`config.mk`:
```
export PLATFORM = sky130hd
export DESIGN_NAME = mem_store_buffer
export DESIGN_NICKNAME = d
export VERILOG_FILES = /design/src/rtl/mem_store_buffer.sv
export SDC_FILE = /design/constraint.sdc
export NUM_CORES = 1
export LEC_CHECK = 0
export ABC_AREA = 1
export CORE_MARGIN = 2
export CORE_UTILIZATION = 50
export DETAILED_ROUTE_END_ITERATION = 16
export HOLD_SLACK_MARGIN = 0.05
export PLACE_DENSITY = 0.74
export SLEW_MARGIN = 20
export SYNTH_ARGS = -nofsm -noshare
export SYNTH_HDL_FRONTEND = slang
export SYNTH_SLANG_ARGS = --single-unit
```
`constraint.sdc`:
```
create_clock -name clk -period 4.4 [get_ports clk]
set_input_delay 0.88 -clock clk [delete_from_list [all_inputs] [get_ports clk]]
set_output_delay 0.88 -clock clk [all_outputs]
set_load 0.01 [all_outputs]
```
`src/rtl/mem_store_buffer.sv`:
```
// In-order store buffer between the MEM stage and the big-endian data memory. It drains the
// head entry whenever the write port is free and flags loads that overlap pending stores.
module mem_store_buffer #(
    parameter int unsigned DEPTH  = 4,
    parameter int unsigned ADDR_W = 9
) (
    input  logic                       clk,
    input  logic                       rst_n,
    input  logic                       st_valid,
    input  logic [ADDR_W-1:0]          st_addr,
    input  logic [31:0]                st_data,
    input  logic [1:0]                 st_size,
    output logic                       st_ready,
    input  logic                       ld_valid,
    input  logic [ADDR_W-1:0]          ld_addr,
    input  logic [1:0]                 ld_size,
    output logic                       ld_hazard,
    output logic [ADDR_W-1:0]          dm_A,
    output logic [31:0]                dm_DI,
    output logic [1:0]                 dm_Size,
    output logic                       dm_RW,
    output logic                       dm_E,
    output logic [$clog2(DEPTH+1)-1:0] count,
    output logic                       empty
);
    localparam int unsigned PtrW = $clog2(DEPTH);
    localparam int unsigned CntW = $clog2(DEPTH + 1);
    localparam int unsigned RngW = ADDR_W + 1;

    logic [ADDR_W-1:0] addr_q [DEPTH];
    logic [31:0]       data_q [DEPTH];
    logic [1:0]        size_q [DEPTH];
    logic [DEPTH-1:0]  valid_q;
    logic [PtrW-1:0]   head_q;
    logic [PtrW-1:0]   tail_q;
    logic [CntW-1:0]   count_q;
    logic              enq;
    logic              drain;
    logic              hit;
    logic [RngW-1:0]   ld_lo;
    logic [RngW-1:0]   ld_hi;

    function automatic logic [2:0] size_len(input logic [1:0] size);
        case (size)
            2'b00:   return 3'd1;
            2'b01:   return 3'd2;
            2'b10:   return 3'd4;
            default: return 3'd0;
        endcase
    endfunction

    // Ranges are one bit wider than the address so a store near the top of memory never wraps.
    always_comb begin
        ld_lo = {1'b0, ld_addr};
        ld_hi = ld_lo + RngW'(size_len(ld_size)) - RngW'(1);
        hit   = 1'b0;
        for (int i = 0; i < DEPTH; i++) begin
            logic [RngW-1:0] e_lo;
            logic [RngW-1:0] e_hi;
            e_lo = {1'b0, addr_q[i]};
            e_hi = e_lo + RngW'(size_len(size_q[i])) - RngW'(1);
            if (valid_q[i] && (size_q[i] != 2'b11) && (ld_lo <= e_hi) && (e_lo <= ld_hi)) begin
                hit = 1'b1;
            end
        end
        ld_hazard = ld_valid && (ld_size != 2'b11) && hit;
    end

    // A hazarding load gives up the port so the overlapping entries can retire.
    always_comb begin
        st_ready = (count_q < CntW'(DEPTH));
        empty    = (count_q == '0);
        drain    = !empty && (!ld_valid || ld_hazard);
        enq      = st_valid && st_ready && (st_size != 2'b11);
        dm_RW    = drain;
        dm_E     = drain;
        count    = count_q;
        if (valid_q[head_q]) begin
            dm_A    = addr_q[head_q];
            dm_DI   = data_q[head_q];
            dm_Size = size_q[head_q];
        end else begin
            dm_A    = '0;
            dm_DI   = '0;
            dm_Size = '0;
        end
    end

    always_ff @(posedge clk or negedge rst_n) begin
        if (!rst_n) begin
            valid_q <= '0;
            head_q  <= '0;
            tail_q  <= '0;
            count_q <= '0;
        end else begin
            if (drain) begin
                valid_q[head_q] <= 1'b0;
                head_q          <= head_q + PtrW'(1);
            end
            if (enq) begin
                valid_q[tail_q] <= 1'b1;
                tail_q          <= tail_q + PtrW'(1);
            end
            case ({enq, drain})
                2'b10:   count_q <= count_q + CntW'(1);
                2'b01:   count_q <= count_q - CntW'(1);
                default: count_q <= count_q;
            endcase
        end
    end

    // Payload needs no reset; valid bits gate every use of it.
    always_ff @(posedge clk) begin
        if (enq) begin
            addr_q[tail_q] <= st_addr;
            data_q[tail_q] <= st_data;
            size_q[tail_q] <= st_size;
        end
    end

endmodule

```
==> Word-level counts from Yosys, hierarchy flattened <==
Memories as Yosys holds them, arrays and structs flattened.
Cells that the tools add are included.
{ "op_classes": {"n_reduce_logical": 29, "order_cmp": 13, "add_sub_neg": 14, "muxes": 23, "n_eq_ne": 18, "bitwise": 3} }
{ "op_table": {"columns": ["operator", "count"], "rows": [
  ["<= comparator 9 x 10 -> 1 bit", 8],
  ["adder 9 x 3 -> 10 bit", 5],
  ["subtractor 10 x 1 -> 10 bit (second input constant)", 5],
  ["case mux 3 bit (3 select lines)", 5],
  ["2-to-1 mux 32 bit", 1],
  ["logical AND 1 bit", 19],
  ["== test 2 x 1 -> 1 bit (second input constant)", 6],
  ["== test 2 bit (second input constant)", 6],
  ["!= test 2 bit (second input constant)", 6],
  ["logical NOT 2 bit", 5],
  ["2-to-1 mux 1 bit", 9],
  ["2-to-1 mux 9 bit", 1],
  ["2-to-1 mux 4 bit", 2],
  ["< comparator 2 x 3 -> 1 bit (second input constant)", 2],
  ["case mux 3 bit (2 select lines)", 1],
  ["adder 2 x 1 -> 2 bit (second input constant)", 2],
  ["bitwise AND 4 bit", 1],
  ["demux 1 bit (select 2 bit)", 2],
  [">= comparator 2 x 1 -> 1 bit (second input constant)", 2],
  ["NOT 4 bit", 1],
  ["bitwise OR 4 bit", 1],
  ["adder 3 x 1 -> 3 bit (second input constant)", 1],
  ["logical NOT 3 bit", 1],
  ["< comparator 3 bit (second input constant)", 1],
  ["6 further kinds", 7]
]} }
{ "word_totals": {"ramBits": 172, "output_inout_bits": 51, "input_bits": 58, "mem_count": 3, "register_bits": 11} }
{ "memory_table": {"columns": ["name", "depth", "width", "rd", "rd_ports_with_merged_regs", "wr", "line_no", "source"], "rows": [
  ["data_q", 4, 32, 1, 0, 1, "31", "logic [31:0] data_q [DEPTH];"],
  ["addr_q", 4, 9, 5, 0, 1, "30", "logic [ADDR_W-1:0] addr_q [DEPTH];"],
  ["size_q", 4, 2, 5, 0, 1, "32", "logic [1:0] size_q [DEPTH];"]
]} }

==> Longest topological paths before layout <==
Gate-level depths: netlist (run 1).
An unclocked memory read counts as a cell.
{ "depth": {"ltp_word": 18, "ltp_mapped": 33, "depth_no_buf": 33} }

==> Least setup slack after synthesis (run 1) <==
No wires, ideal clock.
{ "synth_timing": {"path_kind": "in2reg", "start": "input ld_size[1]", "end": "register count_q[2] (netlist: count[2])", "arrival_ns": 4.483, "n_path_buf": 0, "required_ns": 4.269, "stages": 30, "setup_slack_ns": -0.213, "cell_sequence": "inv_1 nand2_1 ha_1 inv_1 ha_1 fa_1 nand3_1 nand2_2 a31oi_1 xor2_1 ha_1 nand2_1 inv_1 nand2_1 nand2_1 nand2_1 nand2_1 nand2_1 nand3_1 nand4_1 nand2_2 nand2_4 nand2_4 inv_2 ha_1 inv_1 fa_1 a21oi_1 o21ai_0 xor2_1"} }
{ "synth_between": {"elab_chain_len": 15, "elab_cells_between_ends": 27, "cone_classes": "add/sub: 2; order compare: 4; eq/ne: 5; mux: 6; reduce/logical: 10"} }
{ "synth_lines": {"columns": ["element", "line_no", "source"], "rows": [
  ["start, declared", "16", "input logic [1:0] ld_size,"],
  ["== test 2 bit (tied with other cells)", "44", "case (size)"],
  ["case mux 3 bit (3 select lines)", "44", null],
  ["adder 9 x 3 -> 10 bit", "55", "ld_hi = ld_lo + RngW'(size_len(ld_size)) - RngW'(1);"],
  ["subtractor 10 x 1 -> 10 bit", "55", null],
  ["<= comparator 9 x 10 -> 1 bit", "62", "if (valid_q[i] && (size_q[i] != 2'b11) && (ld_lo <= e_hi) && (e_lo <= ld_hi)) begin"],
  ["logical AND 1 bit", "62", null],
  ["2-to-1 mux 1 bit (4 in a row)", "62", null],
  ["logical AND 1 bit *", "66", "ld_hazard = ld_valid && (ld_size != 2'b11) && hit;"],
  ["logical OR 1 bit *", "73", "drain = !empty && (!ld_valid || ld_hazard);"],
  ["logical AND 1 bit *", "73", null],
  ["via dm_E", "22", "output logic dm_E,"],
  ["== test 2 x 1 -> 1 bit or == test 2 bit (tied branches)", "104", "case ({enq, drain})"],
  ["case mux 3 bit (2 select lines) or nonzero test 2 bit (tied branches)", null, null],
  ["end signal, assigned", "105", "2'b10: count_q <= count_q + CntW'(1);"],
  ["end signal, assigned", "106", "2'b01: count_q <= count_q - CntW'(1);"],
  ["end signal, assigned", "107", "default: count_q <= count_q;"],
  ["end, declared", "36", "logic [CntW-1:0] count_q;"]
]} }
Mark *: on every way through the listed nets, which the timed path passes. The rest lies on a longest branch.
A chain may end at the register's enable or synchronous reset.

==> flow_summary.ini, run 1 <==
[run_status]
status = complete, but fails checks
violations = setup timing

[min_path]
hold_depth = 2
min_from = valid_q[3]$_DFF_PN0_
min_delay_worst_endpoint = valid_q[3]$_DFF_PN0_
hold_class = reg -> reg

[placed_design]
dpl_worst_slack_ps = -1414
port-buffer-count = 108
dp_cells = 1700
dpl_cell_area_sq_um = 13680
routabilityCongestion = 0.9393
dp_hpwl_microns = 21550

[global_routing]
grt_pass1_wl_microns = 45640
grt_util_all_layers_pct = 24.96
grt_pass1_vias = 9116
antenna_found_initial = 0
grt_max_degree = 68
grt_overflow = 0

[synthesis]
syn_nets = 1413
synth-seq-cells = 183
synthDistinctLibCells = 32
seq_area_frac_synth_pct = 48.42
syn_area_sq_um = 11240
synth.avg_cell_area_sq_um = 9.263
yosysWarnings = 0
synth_cells = 1213

[clock_tree]
cts_inserted_buffers = 17
ctsRootBufferMaster = clkbuf_16
clk_pin_slew_ps = 80
clkLatencyLatePin_ps = 440
cts.sinks = 183
clk_path_buf_depth = 2
tritoncts = built
htreeDepth = 4
cts-hold-fix-buffers = 0

[power_and_ir_drop]
cellLeakagePower_nw = 6.825
peakVddDrop_uv = 372.4
fin_total_pwr_mw = 7.762
p_per_area_nw_per_um2 = 521.5

[drt]
drtIter0Drc = 586
vias_per_cell = 5.270
ant_nets = 0
dr_total_vias = 9196
routed_wl_microns = 29560
drc_errors = 0
wire_per_inst_microns = 16.94
drt_pass1_iterations = 5

[sta]
rsz0062_at_grt = true
setup_ws_ps = -560.9
finalHoldViolCount = 0
fin_skew_ps = 18.24
setup_viol_count_final = 5
fmax_ghz = 0.2016
slew-limit-headroom_pct = 55.20
period_share_pct = 112.7
worst_slew_pin_slew_ps = 671.9
slew_violations = 0
finalCriticalPeriod_ps = 4961

[flow_run]
maxCapViolCount = 0

[worst_setup_path]
r2r_end = count[2]$_DFFE_PN0P_
cp_max_fo = 3
arrival_ps = 4080
critPathMostFrequentCell = nand2_1
cp_slowest_cell = edfxtp_1
timing.rr.start = size_q[0][0]$_DFFE_PP_
reg2reg_setup_slack_ps = -260
path_class = reg -> out
rr_worst_depth = 34
cp-end-kind = output pin
required_ps = 3520
max_stage_delay_ps = 370
critPathTopFamily = simple AND/OR/NAND/NOR gates
cp.buffers_inverters = 7
startpoint_type = register

[finish]
seq_area_sq_um = 5441
n_fill_cell = 1623
layout-drive-gt1-share_pct = 20.89
finalNonFillerCells = 1745
final_cell_area_sq_um = 14890
syn2layout_area_growth_pct = 32.48
diodes = 0
multiInputGateArea_sq_um = 5411
final_cell_mix = nand2_1, inv_1, edfxtp_1, buf_4, ha_1
final_common_cell = nand2_1
nNetsFinal = 1652

[floorplan]
die_x_microns = 153.9
dieArea_sq_um = 23690
die_h_microns = 153.9
ios = 109
rows = 54
start_util_pct = 51.17
coreArea_sq_um = 21960
logic make-up after synthesis:
| logic type | Yosys count | synth area share (%) |
|---|---|---|
| compound gates | 212 | 10.21 |
| xor+xnor | 33 | 2.572 |
| buf+inv | 252 | 8.508 |
| flops | 183 | 48.42 |
| simple gates | 391 | 14.08 |
| fa+ha+maj | 142 | 16.21 |
flip-flops by register name (all words and copies together) (netlist names):
signal / cells
valid_q: 4
count: 3
size_q: 8
addr_q: 36
tail_q: 2
data_q: 128
head_q: 2
per-layer routing:
metal  track usage, %  wire length (microns)  vias to the layer above
met3            4.707                   1666                       64
met4            9.123                    973                        0
met2            43.80                  14750                      266
met5                0                      0                        -
li1                 -                      -                     4522
met1            30.83                  12180                     4344
cell type report:
| type | instances | area share, % |
|---|---|---|
| Multi-Input combinational cell | 778 | 36.35 |
| Clock inverter | 15 | 1.362 |
| Tap cell | 280 | 2.354 |
| Inverter | 219 | 5.674 |
| Sequential cell | 183 | 36.56 |
| Clock buffer | 17 | 2.858 |
| Timing Repair Buffer | 253 | 14.84 |
worst max path at each step:
stage	start	end	slack, ps	depth (start not counted)
6_report	size_q[0][0]$_DFFE_PP_	dm_E	-560	28
4_1_cts	size_q[0][0]$_DFFE_PP_	dm_E	-670	28
3_5_place_dp	ld_size[0]	dm_E	-1410	27
5_1_grt	size_q[0][0]$_DFFE_PP_	dm_E	-820	28
3_3_place_gp	ld_size[0]	dm_RW	-1370	26
2_1_floorplan	ld_size[1]	dm_RW	-30	25
per-stage QoR:
step	hold WS, ps	setup TNS, ps	utilization [%]
CTS	525.6	-3532	66.47
detailed placement	505.1	-9196	62.31
global placement	485.4	-8735	62.31
global route	549.3	-3421	67.79
finish	519.3	-1995	67.79
floorplan	451.3	-63.88	-
Yosys cell counts (all sizes together):
library cell | n | area share (%)
o21bai | 3 | 0.20
dfrtp | 11 | 2.4
xnor2 | 11 | 0.86
nor3 | 4 | 0.18
o211a | 1 | 0.089
nand3 | 43 | 1.9
o21ai | 98 | 4.4
a21oi | 65 | 3.0
nand2 | 239 | 8.3
nor2 | 98 | 3.3
buf | 9 | 0.39
a21o | 4 | 0.27
ha | 136 | 15
inv | 218 | 7.3
clkbuf | 24 | 0.80
o22ai | 33 | 1.8
xor2 | 22 | 1.7
clkinv | 1 | 0.033
a21boi | 4 | 0.27
edfxtp | 172 | 46
nor4 | 1 | 0.056
fa | 6 | 1.1
nand4 | 6 | 0.33
a31oi | 4 | 0.22
what timing repair did:
item                       CTS  global route
hold endpoints to repair     0             0
buffers inserted            12             6
resized for setup           62            74
pin swaps                   33            61
setup endpoints to repair    6             7
power by group:
part           internal [mW]  switching, mW
Clock                  0.778          0.752
Combinational           1.71           2.25
Sequential              2.13          0.136
worst register-to-register path: cells and delay by family (launching register included):
kind                     cells  cell delay, ps
AND/OR/NAND/NOR             15            1480
adder cells (fa/ha/maj)      6            1420
flip-flops                   1             370
AO/OA/AOI/OAI                3             380
XOR/XNOR                     2             210
buffers and inverters        8             700
(Power assumes the default switching activity.)
==> inputs of run 2 (changes only) <==
--- a/config.mk
+++ b/config.mk
@@ -7,10 +7,10 @@
 export LEC_CHECK = 0
 export ABC_AREA = 1
 export CORE_MARGIN = 2
-export CORE_UTILIZATION = 50
+export CORE_UTILIZATION = 53
 export DETAILED_ROUTE_END_ITERATION = 16
 export HOLD_SLACK_MARGIN = 0.05
-export PLACE_DENSITY = 0.74
+export PLACE_DENSITY = 0.78
 export SLEW_MARGIN = 20
 export SYNTH_ARGS = -nofsm -noshare
 export SYNTH_HDL_FRONTEND = slang
==> run 2 against run 1 <==
The run still ends with setup timing left. Critical path depth is 1 higher. Design area is 1.3% higher. Hold slack improved by 2.8 ps. Routed wire length increased by 2.5%.
==> flow_summary.ini, run 2 (synthesis gave the netlist of run 1 again) <==
[floorplan]
rows = 53
start_util_pct = 53.79
die_h_microns = 149.6
ios = 109
die_x_microns = 149.6
coreArea_sq_um = 20890
dieArea_sq_um = 22380

[sta]
period_share_pct = 112.9
finalHoldViolCount = 0
fin_tns_setup_ps = -2157
fin_skew_ps = 24.64
slew-limit-headroom_pct = 53.90
setup_ws_ps = -569.6
finalCriticalPeriod_ps = 4970
slew_violations = 0
fmax_ghz = 0.2012
whs_ps = 522.0
rsz0062_at_grt = true
worst_slew_pin_slew_ps = 691.6
setup_viol_count_final = 5

[clock_tree]
cts-hold-fix-buffers = 0
clk_path_buf_depth = 2
ctsRootBufferMaster = clkbuf_16
clkLatencyLatePin_ps = 450
cts.sinks = 183
cts_inserted_buffers = 17
tritoncts = built
htreeDepth = 4
clk_pin_slew_ps = 100

[finish]
finalNonFillerCells = 1745
layout-drive-gt1-share_pct = 21.70
biggestRegsByFlops = data_q: 128 flops, addr_q: 36 flops, size_q: 8 flops
final_cell_mix = nand2_1, inv_1, edfxtp_1, buf_4, ha_1
diodes = 0
final_cell_area_sq_um = 15080
largest_reg_flops = 128
final_common_cell = nand2_1
nNetsFinal = 1657
syn2layout_area_growth_pct = 34.25
regMostFlops = data_q
n_fill_cell = 1450

[worst_setup_path]
path_depth = 29
path_class = in -> out
cp.buffers_inverters = 7
rr_worst_depth = 30
cp-end-kind = output pin
cp_slowest_cell = fa_2
max_stage_delay_ps = 370
critPathTopFamily = simple AND/OR/NAND/NOR gates
cp_max_fo = 4
startpoint_type = input pin
critPathMostFrequentCell = nand2_1
required_ps = 3520
arrival_ps = 4090
reg2reg_setup_slack_ps = -330

[placed_design]
routabilityCongestion = 0.9066
dp_hpwl_microns = 21260
dpl_cell_area_sq_um = 13630
dpl_worst_slack_ps = -1373
port-buffer-count = 108
dp_cells = 1690

[drt]
routed_wl_microns = 30300
vias_per_cell = 5.358
wire_per_inst_microns = 17.36
dr_total_vias = 9349
drt_pass1_iterations = 5
drc_errors = 0
drtIter0Drc = 651
ant_nets = 0

[global_routing]
grt_overflow = 0
grt_util_met3_pct = 4.878
met1_usage_pct = 33.91
grt_max_degree = 65
antenna_found_initial = 0
grt_pass1_vias = 9255
grt_pass1_wl_microns = 46090
grt_util_all_layers_pct = 27.01
busiest_layer = met2
use_met2_pct = 47.06

[power_and_ir_drop]
peakVddDrop_uv = 487.8
p_seq_share_pct = 28.0
clockPowerShare_pct = 20.5
p_int_mw = 4.711
cellLeakagePower_nw = 6.853
p_sw_share_pct = 41.03
p_sw_mw = 3.277
p_per_area_nw_per_um2 = 529.6
p_comb_share_pct = 51.4

[run_status]
violations = setup timing
status = complete, but fails checks

[flow_run]
maxCapViolCount = 0

[min_path]
hold_depth = 2
hold_class = reg -> reg
[run 2: cell count changes in the layout (fill, tap and decap cells not counted), moves of 4 or more]
cell / previous run / this run
nand3_2: 13 / 7
nand2_1: 214 / 210
inv_2: 25 / 17
inv_12: 2 / 9
clkinv_8: 8 / 3
ha_1: 114 / 107
ha_4: 19 / 28
[run 2: power groups by stage]
stage	Combinational [mW]	Clock (mW)	Sequential (mW)
3_5_place_dp	3.72	0	2.27
4_1_cts	3.93	1.65	2.24
5_1_grt	4.51	1.73	2.25
6_report	4.11	1.64	2.24
2_1_floorplan	2.12	0	2.25
3_3_place_gp	3.62	0	2.26
[run 2: what timing repair did]
action,in CTS,in global routing
setup buffers,13,10
pin swaps,50,51
setup endpoints to repair,6,6
resized for setup,104,49
[run 2: worst paths after layout]
check	end	start
worst max-delay path	dm_E	ld_size[1]
worst min-delay path	valid_q[3]$_DFF_PN0_	valid_q[3]$_DFF_PN0_
worst max register to register	count[2]$_DFFE_PN0P_	size_q[1][0]$_DFFE_PP_
worst min register to register	valid_q[3]$_DFF_PN0_	valid_q[3]$_DFF_PN0_
max in group asynchronous	head_q[0]$_DFFE_PN0N_	rst_n
min in group asynchronous	head_q[1]$_DFFE_PN0N_	rst_n
[run 2: cell type report]
type	count	area, sq um	area share (%)
well taps	275	344.1	2.281
inverters	219	852.1	5.649
multi-input cells	778	5549	36.79
clock inverters	15	232.7	1.543
flip-flops and latches	183	5441	36.07
repair buffers	258	2240	14.85
clock buffers	17	425.4	2.820
[run 2: layer usage]
layer | routed length (microns) | part of all wire (%)
met3 | 1937 | 6.4
met5 | 0 | 0
met1 | 12340 | 41
met2 | 15260 | 50
met4 | 764 | 2.5
[run 2: stage by stage]
step	utilization [%]	total power, mW
after global routing	72.21	8.494
after floorplan	-	4.368
after detailed placement	65.23	5.992
after CTS	70.61	7.819
final	72.21	7.988
after global placement	65.23	5.885
[run 2: worst min-delay path, stage by stage, from the launching register on]
cell and delay (ps):
dfrtp_1 380, nand2_1 70, nand2_1 50
